[config.mk]
export PLATFORM = sky130hd
export DESIGN_NAME = pic_host_seq
export DESIGN_NICKNAME = d
export VERILOG_FILES = /design/src/rtl/pic_host_seq.sv
export SDC_FILE = /design/constraint.sdc
export NUM_CORES = 1
export LEC_CHECK = 0
export CORE_MARGIN = 1
export CORE_UTILIZATION = 50
export CTS_CLUSTER_DIAMETER = 100
export DETAILED_ROUTE_END_ITERATION = 8
export GPL_ROUTABILITY_DRIVEN = 0
export PLACE_DENSITY = 0.79
export SYNTH_ARGS = -nofsm -noshare
export SYNTH_HDL_FRONTEND = slang
export SYNTH_SLANG_ARGS = --single-unit
[constraint.sdc]
create_clock -name clk -period 2.8 [get_ports clk]
set_clock_uncertainty 0.15 [all_clocks]
set_input_delay 0.84 -clock clk [delete_from_list [all_inputs] [get_ports clk]]
set_output_delay 0.84 -clock clk [all_outputs]
set_load 0.02 [all_outputs]
[src/rtl/pic_host_seq.sv]
// rtl/pic_host_seq.sv - host-side sequencer: initialises an 8259-style PIC, runs INTA cycles and issues EOI writes
module pic_host_seq #(
  parameter int         SNGL       = 1,
  parameter int         IC4        = 1,
  parameter int         LTIM       = 1,
  parameter logic [7:0] ICW2_VAL   = 8'h70,
  parameter logic [7:0] ICW3_VAL   = 8'h00,
  parameter logic [7:0] ICW4_VAL   = 8'h02,
  parameter logic [7:0] MASK_VAL   = 8'h00,
  parameter int         WR_PULSE   = 2,
  parameter int         INTA_PULSE = 2
) (
  input  logic       clk,
  input  logic       rst,
  input  logic       intIn,
  input  logic [7:0] picDin,
  output logic [7:0] picDout,
  output logic       picCSn,
  output logic       picWRn,
  output logic       picRDn,
  output logic       picINTAn,
  output logic       picA0,
  input  logic       reinitReq,
  input  logic       eoiReq,
  input  logic       vecAck,
  output logic       initDone,
  output logic       vecValid,
  output logic [7:0] vecOut
);

  typedef enum logic [3:0] {
    INIT, W_SETUP, W_STROBE, W_HOLD, IDLE, ACK1, GAP, ACK2, VEC_WAIT
  } state_t;

  typedef enum logic [2:0] {
    W_ICW1, W_ICW2, W_ICW3, W_ICW4, W_OCW1, W_OCW2
  } word_t;

  localparam logic [7:0] ICW1_VAL = {3'b000, 1'b1, 1'(LTIM), 1'b0, 1'(SNGL), 1'(IC4)};
  localparam logic [7:0] OCW2_EOI = 8'h20;
  localparam logic [7:0] WR_LAST   = 8'(WR_PULSE - 1);
  localparam logic [7:0] INTA_LAST = 8'(INTA_PULSE - 1);

  state_t     state, state_n;
  word_t      cur_word, word_n;
  logic [7:0] cnt;
  logic       eoi_pend, reinit_pend;

  function automatic logic [7:0] word_data(input word_t w);
    case (w)
      W_ICW1:  return ICW1_VAL;
      W_ICW2:  return ICW2_VAL;
      W_ICW3:  return ICW3_VAL;
      W_ICW4:  return ICW4_VAL;
      W_OCW1:  return MASK_VAL;
      default: return OCW2_EOI;
    endcase
  endfunction

  // ICW1 and OCW2 go to A0=0, every other word to A0=1
  function automatic logic word_a0(input word_t w);
    return !(w == W_ICW1 || w == W_OCW2);
  endfunction

  // Skips ICW3 in single mode and ICW4 when IC4 is clear
  function automatic word_t word_after(input word_t w);
    case (w)
      W_ICW1:  return W_ICW2;
      W_ICW2:  return (SNGL == 0) ? W_ICW3 : ((IC4 != 0) ? W_ICW4 : W_OCW1);
      W_ICW3:  return (IC4 != 0) ? W_ICW4 : W_OCW1;
      default: return W_OCW1;
    endcase
  endfunction

  always_comb begin
    state_n = state;
    word_n  = cur_word;
    case (state)
      INIT: begin
        state_n = W_SETUP;
        word_n  = W_ICW1;
      end
      W_SETUP:  state_n = W_STROBE;
      W_STROBE: if (cnt == WR_LAST) state_n = W_HOLD;
      W_HOLD: begin
        if (cur_word == W_OCW1 || cur_word == W_OCW2) begin
          state_n = IDLE;
        end else begin
          state_n = W_SETUP;
          word_n  = word_after(cur_word);
        end
      end
      IDLE: begin
        if (reinitReq || reinit_pend) begin
          state_n = INIT;
        end else if (eoi_pend) begin
          state_n = W_SETUP;
          word_n  = W_OCW2;
        end else if (intIn) begin
          state_n = ACK1;
        end
      end
      ACK1:     if (cnt == INTA_LAST) state_n = GAP;
      GAP:      state_n = ACK2;
      ACK2:     if (cnt == INTA_LAST) state_n = VEC_WAIT;
      VEC_WAIT: if (vecAck) state_n = IDLE;
      default:  state_n = INIT;
    endcase
  end

  always_ff @(posedge clk) begin
    if (rst) begin
      state       <= INIT;
      cur_word    <= W_ICW1;
      cnt         <= '0;
      picDout     <= '0;
      picA0       <= 1'b0;
      vecOut      <= '0;
      initDone    <= 1'b0;
      eoi_pend    <= 1'b0;
      reinit_pend <= 1'b0;
    end else begin
      state <= state_n;
      cnt   <= (state_n == state) ? cnt + 8'd1 : 8'd0;

      // Data and address are registered once at setup and held through hold
      if (state_n == W_SETUP) begin
        cur_word <= word_n;
        picDout  <= word_data(word_n);
        picA0    <= word_a0(word_n);
      end

      if (state == ACK2 && state_n == VEC_WAIT) vecOut <= picDin;

      if (state_n == INIT) initDone <= 1'b0;
      else if (state == W_HOLD && state_n == IDLE && cur_word == W_OCW1) initDone <= 1'b1;

      if (state == IDLE && state_n == INIT) eoi_pend <= 1'b0;
      else if (eoiReq) eoi_pend <= 1'b1;
      else if (state == IDLE && state_n == W_SETUP) eoi_pend <= 1'b0;

      if (state == IDLE) reinit_pend <= 1'b0;
      else if (reinitReq) reinit_pend <= 1'b1;
    end
  end

  assign picCSn   = !(state == W_SETUP || state == W_STROBE || state == W_HOLD);
  assign picWRn   = (state != W_STROBE);
  assign picINTAn = !(state == ACK1 || state == ACK2);
  assign picRDn   = 1'b1;
  assign vecValid = (state == VEC_WAIT);

endmodule

==> impl_results.md, run 1 <==
* Root buf cell: clkbuf_4
* Total of max-cap violations at 0
* Max-slew violations at 0
* Area occupied by multi-input gates at 926 µm²
* Mapped Area at about 1700 µm²
* Crit-path max FO at 6
* Largest net degree at the start of global routing at 16
* EDFF count, synth at 0
* Synth area leaders: dfxtp_1, mux2i_1, nor2_1
* All-layer global routing usage at between 20% and 30%
* Final nets at ~240
* Cell-by-cell trace of the critical path: buf_4 > inv_1 > nand3_1 > clkdlybuf4s50_1
* CP max-delay cell: clkdlybuf4s50_1
* Fmax at 369 MHz
* Post-synth top cells: dfxtp_1, nor2_1, a21oi_1
* Number of unique standard cell types used by synthesis at just over 50
* Worst hold path type: reg2reg
* Final min period at roughly 2700 ps
* I/O Pins at 37
* Initial antenna violation count at 0
* Hold EP: picDout[5]
* CORE AREA at approximately 3100 µm²
* Clk sinks at 32
* Final Setup Violations at 0
* Async SR Flop Fraction at 0%
* Remaining global-route overflow at 0
* HP Start: picDout[5]
* Final-report hold violation count at 0
* Vias in the first global route at approximately 1400
* WL final at just under 4 mm
* Non-Filler Instances at 273
* Die area at about 3500 µm²
* Die H at 59.5 µm
* Critical path data required time at 1810 ps
* CP startpoint kind: flip-flop
* Wire per inst at 14.3 µm
* Antenna Nets Post-Route at 0
* Die W at 59.5 µm
* Post-synthesis register bit count at 32
* Sequential Area at around 640 µm²
* CTS tree: built
* # rows at 20
* R2R Setup Slk at approximately 120 ps
* Maximum buffer depth of the clock tree at 2
* Hold path depth at 2
* CP endpoint kind: primary output
* DRC at 0
* Area delta synth->final at 32.2%
* Placed Instances at 265
* Max VDD drop at around 430 µV
* Initial DRC Count at 90
* RR Endpoint: cnt[3]
* Critical path class: reg2out
* Fill cells at 256
* Layout cells sized above 1 at 15.7%
* Crit-path max cell delay at around 610 ps
* Rel. slew slack at around two thirds
* Clk pin slew, worst setup/hold paths at roughly 90 ps
* Reg2reg path depth at 8
* Routed vias at 1523
* CTS HTree Levels at 2
* RSZ-0062 raised after global routing: false
* # port buffers at 33
* Synthesis Warnings at 0
* Average size of a mapped cell at just under 9 µm²
* Inserted Clock Buffers at 5
* Count leader, synth: dfxtp_1
* Final Cycle Share at 96.7%
* Largest area contributor in the netlist: dfxtp_1
* Worst slack at placement at -132 ps
* Detailed Place HPWL at around 2.8 mm
* Synth Flop Type: dfxtp_1
* Reg2reg start: state[0]
* Lkg Pwr at slightly below 0.9 nW
* Slew @ Worst Pin at around 530 ps
* Clock latency on the worst-skew pair at around 330 ps
* Status: finished, final reports clean
* Worst EP arrival at around 1700 ps
* Post-synthesis instance total at 185
* Area share of the largest cell type after synthesis at about two fifths
* Vias per std cell at ~5.6
* Seq/Total Area, Yosys at 38.8%
* Cell Pwr Density at about 850 nW/µm²
* Global-route wire length before repair at ~6.3 mm
* Antenna cells at 0
* Drt first pass iters at 4
* Worst setup margin at 93.5 ps
* Starting Density at between 50% and 60%
-- cells in the final DEF (no fill, tap or decap), types with 6 or more instances in the layout --
cell             netlist  final
dfxtp_1               32     32
clkdlybuf4s50_1        0     30
nor2_1                23     23
buf_4                  4     16
a21oi_1               12     12
nand3_1               10     10
mux2i_1                9      9
o21ai_0                8      8
xor2_1                 6      6
-- registers in the layout (all words and copies together), names as in the netlist --
signal       count
cnt              8
vecOut           8
picDout          5
state            4
cur_word         3
eoi_pend         1
initDone         1
picA0            1
reinit_pend      1
-- cell type report --
class,instances,share of cell area [%]
tap,44,2.52
inverter,4,0.688
timing repair buffer,49,20.6
sequential,32,29.4
clock inverter,1,1.38
multi-input combinational,136,42.4
clock buffer,7,2.98
-- timing repair --
item | 4_1_cts | 5_1_grt
buffers inserted | 0 | 0
gates resized for setup | 2 | 3
setup endpoints to repair | 2 | 10
hold buffers | 0 | 0
pin swaps | 0 | 0
-- layer usage --
| metal | share of wire [%] | up-vias | wire length, µm | GRT usage [%] |
|---|---|---|---|---|
| li1 | - | 740 | - | - |
| met1 | 42 | 719 | 1650 | 28.7 |
| met2 | 50 | 57 | 1950 | 39.6 |
| met3 | 5.9 | 7 | 230 | 8.30 |
| met4 | 1.7 | 0 | 65 | 10.2 |
| met5 | 0 | - | 0 | 0 |
-- worst max-delay path by stage --
| stage | startpoint | to | slack, ps | cells after the start |
|---|---|---|---|---|
| 5_1_grt | state[0] | cnt[7] | 10 | 8 |
| 3_5_place_dp | reinitReq | picDout[1] | -130 | 7 |
| 2_1_floorplan | state[0] | cnt[2] | 200 | 8 |
| 6_report | state[3] | picINTAn | 90 | 4 |
| 4_1_cts | state[0] | picCSn | 60 | 3 |
| 3_3_place_gp | reinitReq | picDout[1] | -50 | 7 |
-- stage by stage --
stage               TNS, ps  instance area [µm²]  hold WS (ps)  utilization [%]  power (mW)
global route              0                 2180           367             70.3        1.98
floorplan                 0                 1650           302                -        1.19
CTS                       0                 2160           336             69.8        1.85
finish                    0                 2180           332             70.3        1.86
detailed placement     -458                 2070           322             66.8        1.46
global placement      -58.9                 2070           315             66.8        1.43
-- logic make-up (layout without fill, tap and decap cells) --
family,count (synthesis),count (layout),synth area share [%]
AOI/OAI and AO/OA,35,35,14.1
adders and majority gates,2,2,1.52
DFF,32,32,38.8
xor gates and xnor gates,10,10,5.31
other,2,3,0.455
buffers and inverters,18,61,6.22
and+or+nand+nor,75,75,26.8
muxes,11,11,6.82
-- critical path, delay by kind of cell (launching register included) --
kind	cells	cell delay (ps)
buf+inv	3	860
flops	1	440
simple gates	1	90
-- report_power, final --
part | switching, mW | internal (mW)
Sequential | 0.0750 | 0.513
Clock | 0.155 | 0.237
Combinational | 0.462 | 0.421
Total | 0.692 | 1.17
(Power assumes the default switching activity.)
==> run 2, diff against run 1 <==
Settings changed: CTS_CLUSTER_SIZE from default to 28.
==> results of run 2 <==
The final DEF is identical to that of run 1; final timing and power are the same.
